--- src/rtl/apb2axi_pkg.sv ---
// Shared types and constants for the APB-to-AXI bridge.
package apb2axi_pkg;

    localparam int AXI_ADDR_W = 32;
    localparam int AXI_DATA_W = 64;
    localparam int AXI_ID_W   = 4;
    localparam int REQ_TAG_W  = 4;

    localparam logic [1:0] AXI_BURST_INCR = 2'b01;
    localparam logic [1:0] AXI_RESP_OKAY   = 2'b00;
    localparam logic [1:0] AXI_RESP_EXOKAY = 2'b01;
    localparam logic [1:0] AXI_RESP_SLVERR = 2'b10;
    localparam logic [1:0] AXI_RESP_DECERR = 2'b11;

    // Request FIFO entry, MSB first.
    typedef struct packed {
        logic                    is_write;
        logic [AXI_ADDR_W-1:0]   addr;
        logic [AXI_DATA_W-1:0]   wdata;
        logic [AXI_DATA_W/8-1:0] wstrb;
        logic [REQ_TAG_W-1:0]    tag;
    } req_entry_t;

    // Completion FIFO entry, MSB first.
    typedef struct packed {
        logic [REQ_TAG_W-1:0]  tag;
        logic                  is_write;
        logic [1:0]            resp;
        logic [AXI_DATA_W-1:0] rdata;
    } cpl_entry_t;

    localparam int REQ_W = $bits(req_entry_t);
    localparam int CPL_W = $bits(cpl_entry_t);

    typedef enum logic [2:0] {
        ST_IDLE,
        ST_WR_ADDR_DATA,
        ST_WR_RESP,
        ST_RD_ADDR,
        ST_RD_DATA,
        ST_CPL
    } issuer_state_e;

    // AXI AxSIZE encoding for a full-width beat of the given byte count.
    function automatic logic [2:0] axi_size(input int bytes);
        return 3'($clog2(bytes));
    endfunction

endpackage

--- src/rtl/apb2axi_axi_issuer.sv ---
// Single-outstanding AXI4 master: pops a request entry, issues one
// single-beat write or read, and pushes a completion entry.
module apb2axi_axi_issuer
    import apb2axi_pkg::*;
#(
    parameter int ADDR_W = AXI_ADDR_W,
    parameter int DATA_W = AXI_DATA_W,
    parameter int ID_W   = AXI_ID_W,
    parameter int TAG_W  = REQ_TAG_W
) (
    input  logic                                   clk,
    input  logic                                   resetn,
    input  logic                                   req_valid,
    output logic                                   req_ready,
    input  logic [1+ADDR_W+DATA_W+DATA_W/8+TAG_W-1:0] req_data,
    output logic                                   cpl_valid,
    input  logic                                   cpl_ready,
    output logic [TAG_W+1+2+DATA_W-1:0]            cpl_data,
    output logic                                   awvalid,
    input  logic                                   awready,
    output logic [ADDR_W-1:0]                      awaddr,
    output logic [ID_W-1:0]                        awid,
    output logic [7:0]                             awlen,
    output logic [2:0]                             awsize,
    output logic [1:0]                             awburst,
    output logic                                   wvalid,
    input  logic                                   wready,
    output logic [DATA_W-1:0]                      wdata,
    output logic [DATA_W/8-1:0]                    wstrb,
    output logic                                   wlast,
    input  logic                                   bvalid,
    output logic                                   bready,
    input  logic [ID_W-1:0]                        bid,
    input  logic [1:0]                             bresp,
    output logic                                   arvalid,
    input  logic                                   arready,
    output logic [ADDR_W-1:0]                      araddr,
    output logic [ID_W-1:0]                        arid,
    output logic [7:0]                             arlen,
    output logic [2:0]                             arsize,
    output logic [1:0]                             arburst,
    input  logic                                   rvalid,
    output logic                                   rready,
    input  logic [ID_W-1:0]                        rid,
    input  logic [DATA_W-1:0]                      rdata,
    input  logic [1:0]                             rresp,
    input  logic                                   rlast
);

    localparam int STRB_W = DATA_W / 8;
    localparam int REQ_W_L = 1 + ADDR_W + DATA_W + STRB_W + TAG_W;
    localparam logic [2:0] BEAT_SIZE = axi_size(STRB_W);

    issuer_state_e state_q, state_d;
    logic run_q;

    logic              is_write_q, is_write_d;
    logic [ADDR_W-1:0] addr_q, addr_d;
    logic [DATA_W-1:0] wdata_q, wdata_d;
    logic [STRB_W-1:0] wstrb_q, wstrb_d;
    logic [TAG_W-1:0]  tag_q, tag_d;
    logic [1:0]        resp_q, resp_d;
    logic [DATA_W-1:0] rdata_q, rdata_d;
    logic              aw_done_q, aw_done_d;
    logic              w_done_q, w_done_d;

    logic [ID_W-1:0] issued_id;
    logic req_hs, aw_hs, w_hs, b_hs, ar_hs, r_hs, cpl_hs;

    // Request entry fields.
    logic              req_is_write;
    logic [ADDR_W-1:0] req_addr;
    logic [DATA_W-1:0] req_wdata;
    logic [STRB_W-1:0] req_wstrb;
    logic [TAG_W-1:0]  req_tag;

    assign req_is_write = req_data[REQ_W_L-1];
    assign req_addr     = req_data[REQ_W_L-2 -: ADDR_W];
    assign req_wdata    = req_data[TAG_W+STRB_W +: DATA_W];
    assign req_wstrb    = req_data[TAG_W +: STRB_W];
    assign req_tag      = req_data[0 +: TAG_W];

    // All handshake-facing valids/readys decode from registered state only;
    // run_q keeps req_ready low until the first edge after reset release.
    assign req_ready = run_q && (state_q == ST_IDLE);
    assign awvalid   = (state_q == ST_WR_ADDR_DATA) && !aw_done_q;
    assign wvalid    = (state_q == ST_WR_ADDR_DATA) && !w_done_q;
    assign bready    = (state_q == ST_WR_RESP);
    assign arvalid   = (state_q == ST_RD_ADDR);
    assign rready    = (state_q == ST_RD_DATA);
    assign cpl_valid = (state_q == ST_CPL);

    assign req_hs = req_valid && req_ready;
    assign aw_hs  = awvalid && awready;
    assign w_hs   = wvalid && wready;
    assign b_hs   = bvalid && bready;
    assign ar_hs  = arvalid && arready;
    assign r_hs   = rvalid && rready;
    assign cpl_hs = cpl_valid && cpl_ready;

    assign issued_id = ID_W'(tag_q);

    assign awaddr  = addr_q;
    assign awid    = issued_id;
    assign awlen   = 8'd0;
    assign awsize  = BEAT_SIZE;
    assign awburst = AXI_BURST_INCR;
    assign wdata   = wdata_q;
    assign wstrb   = wstrb_q;
    assign wlast   = 1'b1;
    assign araddr  = addr_q;
    assign arid    = issued_id;
    assign arlen   = 8'd0;
    assign arsize  = BEAT_SIZE;
    assign arburst = AXI_BURST_INCR;

    assign cpl_data = {tag_q, is_write_q, resp_q, rdata_q};

    // Next-state and capture logic for the transaction sequencer.
    always_comb begin
        state_d    = state_q;
        is_write_d = is_write_q;
        addr_d     = addr_q;
        wdata_d    = wdata_q;
        wstrb_d    = wstrb_q;
        tag_d      = tag_q;
        resp_d     = resp_q;
        rdata_d    = rdata_q;
        aw_done_d  = aw_done_q;
        w_done_d   = w_done_q;
        case (state_q)
            ST_IDLE: begin
                if (req_hs) begin
                    is_write_d = req_is_write;
                    addr_d     = req_addr;
                    wdata_d    = req_wdata;
                    wstrb_d    = req_wstrb;
                    tag_d      = req_tag;
                    resp_d     = AXI_RESP_OKAY;
                    rdata_d    = '0;
                    aw_done_d  = 1'b0;
                    w_done_d   = 1'b0;
                    state_d    = req_is_write ? ST_WR_ADDR_DATA : ST_RD_ADDR;
                end
            end
            ST_WR_ADDR_DATA: begin
                aw_done_d = aw_done_q | aw_hs;
                w_done_d  = w_done_q | w_hs;
                // Both channels done, possibly finishing in the same cycle.
                if ((aw_done_q | aw_hs) && (w_done_q | w_hs)) begin
                    aw_done_d = 1'b0;
                    w_done_d  = 1'b0;
                    state_d   = ST_WR_RESP;
                end
            end
            ST_WR_RESP: begin
                if (b_hs) begin
                    resp_d  = (bid != issued_id) ? AXI_RESP_SLVERR : bresp;
                    state_d = ST_CPL;
                end
            end
            ST_RD_ADDR: begin
                if (ar_hs) begin
                    state_d = ST_RD_DATA;
                end
            end
            ST_RD_DATA: begin
                if (r_hs) begin
                    resp_d  = ((rid != issued_id) || !rlast) ? AXI_RESP_SLVERR : rresp;
                    rdata_d = rdata;
                    state_d = ST_CPL;
                end
            end
            ST_CPL: begin
                if (cpl_hs) begin
                    state_d = ST_IDLE;
                end
            end
            default: state_d = ST_IDLE;
        endcase
    end

    // State register; reset drops any in-flight transaction.
    always_ff @(posedge clk or negedge resetn) begin
        if (!resetn) begin
            state_q <= ST_IDLE;
            run_q   <= 1'b0;
        end else begin
            state_q <= state_d;
            run_q   <= 1'b1;
        end
    end

    // Captured request fields, response and progress flags.
    always_ff @(posedge clk or negedge resetn) begin
        if (!resetn) begin
            is_write_q <= 1'b0;
            addr_q     <= '0;
            wdata_q    <= '0;
            wstrb_q    <= '0;
            tag_q      <= '0;
            resp_q     <= '0;
            rdata_q    <= '0;
            aw_done_q  <= 1'b0;
            w_done_q   <= 1'b0;
        end else begin
            is_write_q <= is_write_d;
            addr_q     <= addr_d;
            wdata_q    <= wdata_d;
            wstrb_q    <= wstrb_d;
            tag_q      <= tag_d;
            resp_q     <= resp_d;
            rdata_q    <= rdata_d;
            aw_done_q  <= aw_done_d;
            w_done_q   <= w_done_d;
        end
    end

endmodule
--- config.mk ---
export PLATFORM = sky130hd
export DESIGN_NAME = apb2axi_axi_issuer
export DESIGN_NICKNAME = d
export VERILOG_FILES = /design/src/rtl/apb2axi_pkg.sv /design/src/rtl/apb2axi_axi_issuer.sv
export SDC_FILE = /design/constraint.sdc
export NUM_CORES = 1
export LEC_CHECK = 0
export CAP_MARGIN = 20
export CORE_AREA = 2 2 171 173
export CTS_CLUSTER_DIAMETER = 200
export DETAILED_ROUTE_END_ITERATION = 8
export DIE_AREA = 0 0 173 175
export GPL_ROUTABILITY_DRIVEN = 0
export HOLD_SLACK_MARGIN = 0.03
export PLACE_DENSITY = 0.6
export SYNTH_ARGS = -nofsm -noshare
export SYNTH_HDL_FRONTEND = slang
export SYNTH_SLANG_ARGS = --single-unit
--- constraint.sdc ---
create_clock -name clk -period 2.1 [get_ports clk]
set_clock_uncertainty 0.15 [all_clocks]
set_input_delay 0.315 -clock clk [delete_from_list [all_inputs] [get_ports clk]]
set_output_delay 0.315 -clock clk [all_outputs]
set_load 0.03 [all_outputs]
## Yosys cells after proc, flatten, opt, wreduce, memory -nomap -nowiden

Cells that the tools add are included.

- Input bits: 195
- ROM bits: 0
- Flip-flop bits (word level): 181
- Memories kept: 0
- RAM bits: 0
- Bits in latches: 0

- Add/sub/neg operators: 0
- Equality and inequality tests: 13
- Reductions and logical operators: 24
- Bitwise operators: 2
- Shift operators: 0
- $lt $le $gt $ge: 0
- Multiply operators: 0
- Multiplexer cells: 22
- Div/mod/pow operators: 0

Operator list:

| cell | number |
|---|---|
| $mux W64 | 2 |
| $pmux W64 S2 | 1 |
| $mux W3 | 6 |
| $pmux W3 S6 | 1 |
| $mux W2 | 6 |
| $logic_and A1 B1 Y1 | 11 |
| $ne A2 B1 Y1 const B | 5 |
| $ne A4 B4 Y1 | 2 |
| $eq A3 B2 Y1 const B | 2 |
| $eq A3 B3 Y1 const B | 2 |
| $pmux W2 S3 | 1 |
| $reduce_and A6 Y1 | 1 |
| $pmux W1 S2 | 2 |
| $reduce_and A2 Y1 | 2 |
| $reduce_and A4 Y1 | 1 |
| $reduce_bool A2 Y1 | 2 |
| $eq A3 B1 Y1 const B | 1 |
| $logic_not A1 Y1 | 3 |
| $logic_not A3 Y1 | 1 |
| $mux W1 | 3 |
| $reduce_and A3 Y1 | 1 |
| $reduce_bool A3 Y1 | 1 |
| $ne A2 B2 Y1 const B | 1 |
| $or A1 B1 Y1 | 2 |
| $logic_or A1 B1 Y1 | 1 |

## Longest topological paths before layout

Gate-level depths: netlist (run 1).

- Word-level depth: 7
- Gate-level depth with buffers: 6
- Mapped depth without buffers: 4

## Worst setup path after synthesis (run 1)

OpenSTA, ideal clock, no wires.

- Path kind: flip-flop to flip-flop
- Start: register state_q[2]
- End: register rdata_q[13]
- Slack: 0.245 ns
- Arrival time: 1.639 ns
- Required time: 1.884 ns
- Cell stages (with the launch flop): 7
- Buffers on the path: 3
- Cell sequence: dfrtp_1 -> buf_4 -> nor3b_2 -> and2_4 -> buf_4 -> buf_4 -> a22o_1

- Elaborated cells on any way between the ends: 10
- Those cells by class: eq/ne (3); mux (1); reduce/logical (6)

RTL lines:

| item | RTL line | source |
|---|---|---|
| from (decl) | apb2axi_axi_issuer.sv:54 | `issuer_state_e state_q, state_d;` |
| from (signal assigned) | apb2axi_axi_issuer.sv:189 | `state_q <= state_d;` |
| $eq A3 B3 Y1 (*) | apb2axi_axi_issuer.sv:90 | `assign rready = (state_q == ST_RD_DATA);` |
| net rready | apb2axi_axi_issuer.sv:43 | `output logic rready,` |
| $logic_and A1 B1 Y1 | apb2axi_axi_issuer.sv:98 | `assign r_hs = rvalid && rready;` |
| $ne A2 B1 Y1 (no source line) | - |  |
| $reduce_and A3 Y1 (no source line) | - |  |
| to (signal assigned) | apb2axi_axi_issuer.sv:213 | `rdata_q <= rdata_d;` |
| to (decl) | apb2axi_axi_issuer.sv:63 | `logic [DATA_W-1:0] rdata_q, rdata_d;` |

Mark *: on every way through the listed nets, which the timed path passes. The rest lies on a longest branch.
A chain may end at the register's enable or synchronous reset.

## Worst setup path after layout (run 1)

- Start: register resp_q[0]
- End: output cpl_data[64]

RTL lines:

| item | RTL line | source |
|---|---|---|
| from (decl) | apb2axi_axi_issuer.sv:62 | `logic [1:0] resp_q, resp_d;` |
| from (signal assigned) | apb2axi_axi_issuer.sv:212 | `resp_q <= resp_d;` |
| to (decl) | apb2axi_axi_issuer.sv:18 | `output logic [TAG_W+1+2+DATA_W-1:0] cpl_data,` |

No word-level cell between the ends.

==> impl_results.md, run 1 <==
* Synth top area share at 60.6%
* Synthesized area at 7470 um2
* Clock latency on the worst-skew pair at 0.41 ns
* Cell taking the most area after synthesis: dfrtp_1
* Hold_ws at 0.283 ns
* Top cells by area, synth: dfrtp_1 61%, mux2_1 16%, buf_4 8.6%
* Die Y at 175 um
* CTS root buf: clkbuf_16
* Initial antenna violation count at 0
* CTS tree: built
* Remaining global-route overflow at 0
* Setup Viol. Count Final at 0
* Max Fclk at 497 MHz
* Critical path buffers and inverters at 1
* Peak supply drop at 0.000891 V
* Area Growth Syn to Fin at 66.9%
* Power per cell area at 1710 nW/um2
* Initial Util at 26.3%
* Drc violations at 0
* Share of post-route cells with drive strength above 1 at 8.69%
* Synth Flop Type: dfrtp_1
* Total GRT Usage at 14.7%
* Critical-path top delay cell: clkdlybuf4s50_1
* Netlist cell types at 36
* Reg2reg end: wdata[9]$_DFFE_PN0P_
* Clk sinks at 181
* Hold Violations, Final at 0
* Type of the worst setup path: register to primary output
* Slowest stage delay, CP at 0.72 ns
* Hold/Removal Path Class: primary input to asynchronous set/reset pin
* FF+latch count, synth at 181
* Top cells by count, synth: 181 x dfrtp_1, 109 x mux2_1, 86 x buf_4
* Worst-Margin Slew at 0.517 ns
* Gate Count Post-Synth at 512
* Worst R2R Path Depth at 5
* Diodes inserted at 0
* Port bufs at 416
* Worst-path clk slew at 0.07 ns
* ANT nets after route at 0
* Crit-path leading delay family: buffers and inverters
* Routed WL at 22500 um
* Post-synth ARST share at 100%
* EDFF count, synth at 0
* Critical Path, Cell by Cell: clkdlybuf4s50_1
* Number of global-route vias before repair at 5725
* Inserted Clock Buffers at 17
* Largest net degree at the start of global routing at 64
* Deepest clock path buffer count at 2
* Slew Viols, Final at 0
* Reg2reg start: state_q[1]$_DFFE_PN0P_
* CP Launch Type: register
* Via count at 5571
* Worst path required time at 1.63 ns
* Die area at 30300 um2
* Crit path DAT at 1.55 ns
* Detailed-route wire length per cell at 17.3 um
* Count of maximum capacitance violations at 0
* Yosys warns at 0
* Max FO, Critical Path at 2
* Rows at 62
* Multi-input logic area at 2310 um2
* Count leader, synth: dfrtp_1
* First-iteration detailed-routing DRC count at 197
* Hpwl dp at 17600 um
* Final worst path period share at 95.9%
* Die extent in x at 173 um
* Area occupied by registers at 4530 um2
* Final min period at 2.01 ns
* Via/cell ratio at 4.27
* Reg-to-reg setup timing slack at 0.15 ns
* Core Footprint at 28400 um2
* Status: finished clean
* H-Tree Depth at 4
* Slew HR at 65.6%
* Register area share after synthesis at 60.6%
* Worst setup EP type: primary output
* Static Leak at 0.00536 uW
* Io pins at 444
* RSZ-0062 raised after global routing: false
* Syn_area_per_cell at 14.6 um2
* Drt pass-1 iters at 4
* First-pass GRT wire length at 34700 um
* Final #Nets at 1103
* Fillers at 2671
* Core Util, Final at 43.9%
==> registers in the layout (all words and copies together), names as in the netlist <==
name        flops
state_q         3
is_write_q      1
run_q           1
araddr         32
resp_q          2
rdata_q        64
arid            4
wdata          64
w_done_q        1
aw_done_q       1
wstrb           8
==> cells in the final DEF, fill, tap and decap left out, types with 7 or more instances in the layout <==
master           instances
xor2_1                   7
clkbuf_16               17
conb_1                  28
nor2_1                  10
clkdlybuf4s50_1        396
dfrtp_1                178
buf_12                  15
dlygate4sd2_1            9
a22o_1                  65
mux2_1                 109
buf_4                   22
==> worst max-delay path by stage <==
stage / from / cells after the start / slack (ns) / to
final: resp_q[0]$_DFFE_PN0P_ / 1 / 0.09 / cpl_data[64]
after detailed placement: req_valid / 6 / -0.1 / wdata[9]$_DFFE_PN0P_
after global placement: req_valid / 6 / -0.07 / wdata[20]$_DFFE_PN0P_
after global routing: state_q[2]$_DFFE_PN0P_ / 3 / 0.003 / bready
after floorplan: state_q[2]$_DFFE_PN0P_ / 6 / 0.25 / rdata_q[13]$_DFFE_PN0P_
after CTS: arid[2]$_DFFE_PN0P_ / 1 / 0.002 / arid[2]
==> logic make-up after synthesis <==
kind of cell,count (synthesis),synth area share (%)
compound gates,78,8.96
simple gates,36,2.85
mux,110,16.6
flops,181,60.6
xor+xnor,8,0.938
other cells,2,0.101
buf+inv,97,9.95
==> timing repair <==
| action | in CTS | in global routing |
|---|---|---|
| gates resized for setup | 12 | 5 |
| hold endpoints to repair | 41 | 0 |
| hold buffers | 1 | 0 |
| cloned | 0 | 0 |
| setup endpoints to repair | 12 | 8 |
| buffers inserted | 0 | 1 |
==> report_power, final <==
group | internal, uW | switching, uW | total [uW]
sequential | 5210 | 1120 | 6330
clock | 1610 | 1520 | 3130
combinational | 5240 | 6600 | 11800
==> area by class of cell <==
class / instances / area share (%)
Clock inverter: 14 / 1.08
Timing Repair Buffer: 447 / 36.6
Tap cell: 384 / 3.85
Clock buffer: 18 / 3.52
Multi-Input combinational cell: 260 / 18.5
Sequential cell: 181 / 36.4
Inverter: 1 / 0.0301
==> per-stage QoR <==
| step | TNS, ns | total power, uW | worst slack, ns | cell area, um2 | std cells |
|---|---|---|---|---|---|
| 6_report | 0 | 21300 | 0.0868 | 12500 | 1305 |
| 3_3_place_gp | -6.62 | 18300 | -0.0723 | 11900 | 1271 |
| 2_1_floorplan | 0 | 13300 | 0.245 | 7570 | 538 |
| 5_1_grt | 0 | 22300 | 0.00259 | 12500 | 1305 |
| 4_1_cts | 0 | 21600 | 0.00178 | 12400 | 1304 |
| 3_5_place_dp | -7.22 | 18400 | -0.0953 | 11900 | 1271 |
==> routing by layer <==
metal	wire length (um)	track usage (%)	vias to the layer above
met5	0	0	-
met4	295	3.99	0
met3	1400	4.09	17
met2	11700	25.5	239
met1	9120	18.0	2788
li1	-	-	2527
Power figures use the tool's default switching activity.
==> run 2, diff against run 1 <==
CORE_AREA = 2 2 174 176   (was 2 2 171 173)
CTS_BUF_LIST = sky130_fd_sc_hd__clkbuf_4   (was not set)
DIE_AREA = 0 0 176 178   (was 0 0 173 175)
PLACE_DENSITY = 0.58   (was 0.6)
==> run 2 against run 1 <==
  * Cell count rose by 2.1%
  * Utilization down 1.9 points
  * First-iteration DRC count shrank 3.6%
  * Die area is 3.5% higher
  * Sequential cell count stayed put
  * Critical endpoint is now rready
  * Hold slack got worse by 0.17 ns
  * Worst setup slack got worse by 0.079 ns
==> impl_results.md, run 2 (synthesized netlist as in run 1, its figures left out) <==
* Drc violations at 0
* Commonest non-fill, non-tap cells in the layout: 211 x dlygate4sd2_1, 193 x clkdlybuf4s50_1, 178 x dfrtp_1
* Placed Area at 11900 um2
* Die extent in x at 176 um
* Fillers at 2857
* Initial Util at 25.4%
* Finished Layout Cells at 1333
* Final WS setup at 0.00804 ns
* Area Growth Syn to Fin at 65.5%
* Setup Viol. Count Final at 0
* Rows at 63
* Worst path required time at 1.63 ns
* Port bufs at 416
* Detailed-route wire length per cell at 18.0 um
* Max FO, Critical Path at 7
* Static Leak at 0.00590 uW
* Hold Violations, Final at 0
* Type of the worst setup path: register to primary output
* Worst-Margin Slew at 0.616 ns
* H-Tree Depth at 4
* ANT nets after route at 0
* Inserted Clock Buffers at 17
* Critical Path, Cell by Cell: nor3b_4 > buf_6 > buf_6
* Number of global-route vias before repair at 5735
* Power per cell area at 1580 nW/um2
* Status: finished clean
* Largest net degree at the start of global routing at 84
* Hpwl dp at 17400 um
* Clock latency on the worst-skew pair at 0.60 ns
* Initial antenna violation count at 2
* RSZ-0062 raised after global routing: true
* Share of post-route cells with drive strength above 1 at 15.1%
* Final Instance Area at 12400 um2
* Final min period at 2.09 ns
* Via/cell ratio at 4.22
* First-iteration detailed-routing DRC count at 190
* Via count at 5620
* Cells after DPL at 1278
* Slew Viols, Final at 0
* CP Launch Type: register
* CTS root buf: clkbuf_4
* Most common cell on crit path: buf_6
* Deepest clock path buffer count at 2
* CTS tree: built
* Remaining global-route overflow at 0
* Die Y at 178 um
* Worst setup EP type: primary output
* Worst slack at placement at -0.102 ns
* Crit-path leading delay family: flip-flops
* Reg-to-reg setup timing slack at 0.04 ns
* Die area at 31300 um2
* Max Fclk at 478 MHz
* Critical path buffers and inverters at 2
* Clk sinks at 181
* Core Footprint at 29400 um2
* Hold/Removal Path Class: primary input to asynchronous set/reset pin
* Total GRT Usage at 14.4%
* Final worst path period share at 99.6%
* Slowest stage delay, CP at 0.51 ns
* Final #Nets at 1124
* Count of maximum capacitance violations at 0
* Slew HR at 58.4%
* Critical-path top delay cell: dfrtp_2
* Crit path DAT at 1.63 ns
* Routed WL at 23900 um
* Drt pass-1 iters at 6
* Peak supply drop at 0.000804 V
* Commonest non-fill, non-tap cell in the layout: dlygate4sd2_1
* First-pass GRT wire length at 34100 um
* Core Util, Final at 42.0%
* Hold_ws at 0.117 ns
* Io pins at 444
* Worst-path clk slew at 0.16 ns
-- run 2: final cells by class --
| type | count | area (um2) | area share [%] |
|---|---|---|---|
| Multi-Input combinational cell | 260 | 2500 | 20.2 |
| Antenna cell | 2 | 5.00 | 0.0405 |
| Inverter | 1 | 11.3 | 0.0911 |
| Timing Repair Buffer | 468 | 4560 | 36.9 |
| Clock buffer | 18 | 135 | 1.09 |
| Tap cell | 390 | 488 | 3.95 |
| Sequential cell | 181 | 4530 | 36.7 |
| Clock inverter | 13 | 134 | 1.08 |
-- run 2: tightest hold or removal path: stages --
cell	delay, ns
dlygate4sd3_1	0.54
buf_6	0.13
buf_12	0.31
-- run 2: final timing paths --
path                       cells past startpoint                 endpoint                    from
setup / recovery                               3                   rready  state_q[1]$_DFFE_PN0P_
hold / removal                                 3     wstrb[6]$_DFFE_PN0P_                  resetn
setup reg to reg                               6    wdata[23]$_DFFE_PN0P_  state_q[2]$_DFFE_PN0P_
hold reg to reg                                1    wdata[35]$_DFFE_PN0P_   wdata[35]$_DFFE_PN0P_
max in group asynchronous                      3  rdata_q[30]$_DFFE_PN0P_                  resetn
min in group clk                               2   araddr[13]$_DFFE_PN0P_            req_data[89]
-- run 2: metal layers --
metal  vias to the layer above  wire (um)  share of wire, %  track usage, %
li1                       2566          -                 -               -
met1                      2818       9770                41            16.8
met2                       223      12400                52            25.6
met3                        13       1450               6.1            4.07
met4                         0        283               1.2            4.58
met5                         -          0                 0               0
-- run 2: repair_timing --
| action | CTS | global route |
|---|---|---|
| gates cloned | 0 | 5 |
| gates resized for setup | 237 | 54 |
| setup endpoints to repair | 222 | 19 |
| endpoints found under the hold margin | 181 | 0 |
| hold buffers | 1 | 0 |
| pin swaps | 4 | 5 |
| setup buffers | 11 | 5 |
-- run 2: power breakdown --
group	internal, uW	leakage [uW]	switching [uW]
registers	5190	0.00225	1060
logic	4430	0.00352	6800
clock network	706	0.000135	1300
total	10300	0.00590	9160
-- run 2: through the flow --
stage / power [uW] / setup TNS, ns
after floorplan: 13300 / 0
after global placement: 18300 / -4.64
after detailed placement: 18400 / -8.06
after CTS: 19200 / -0.254
after global routing: 20500 / -5.71
final: 19500 / 0
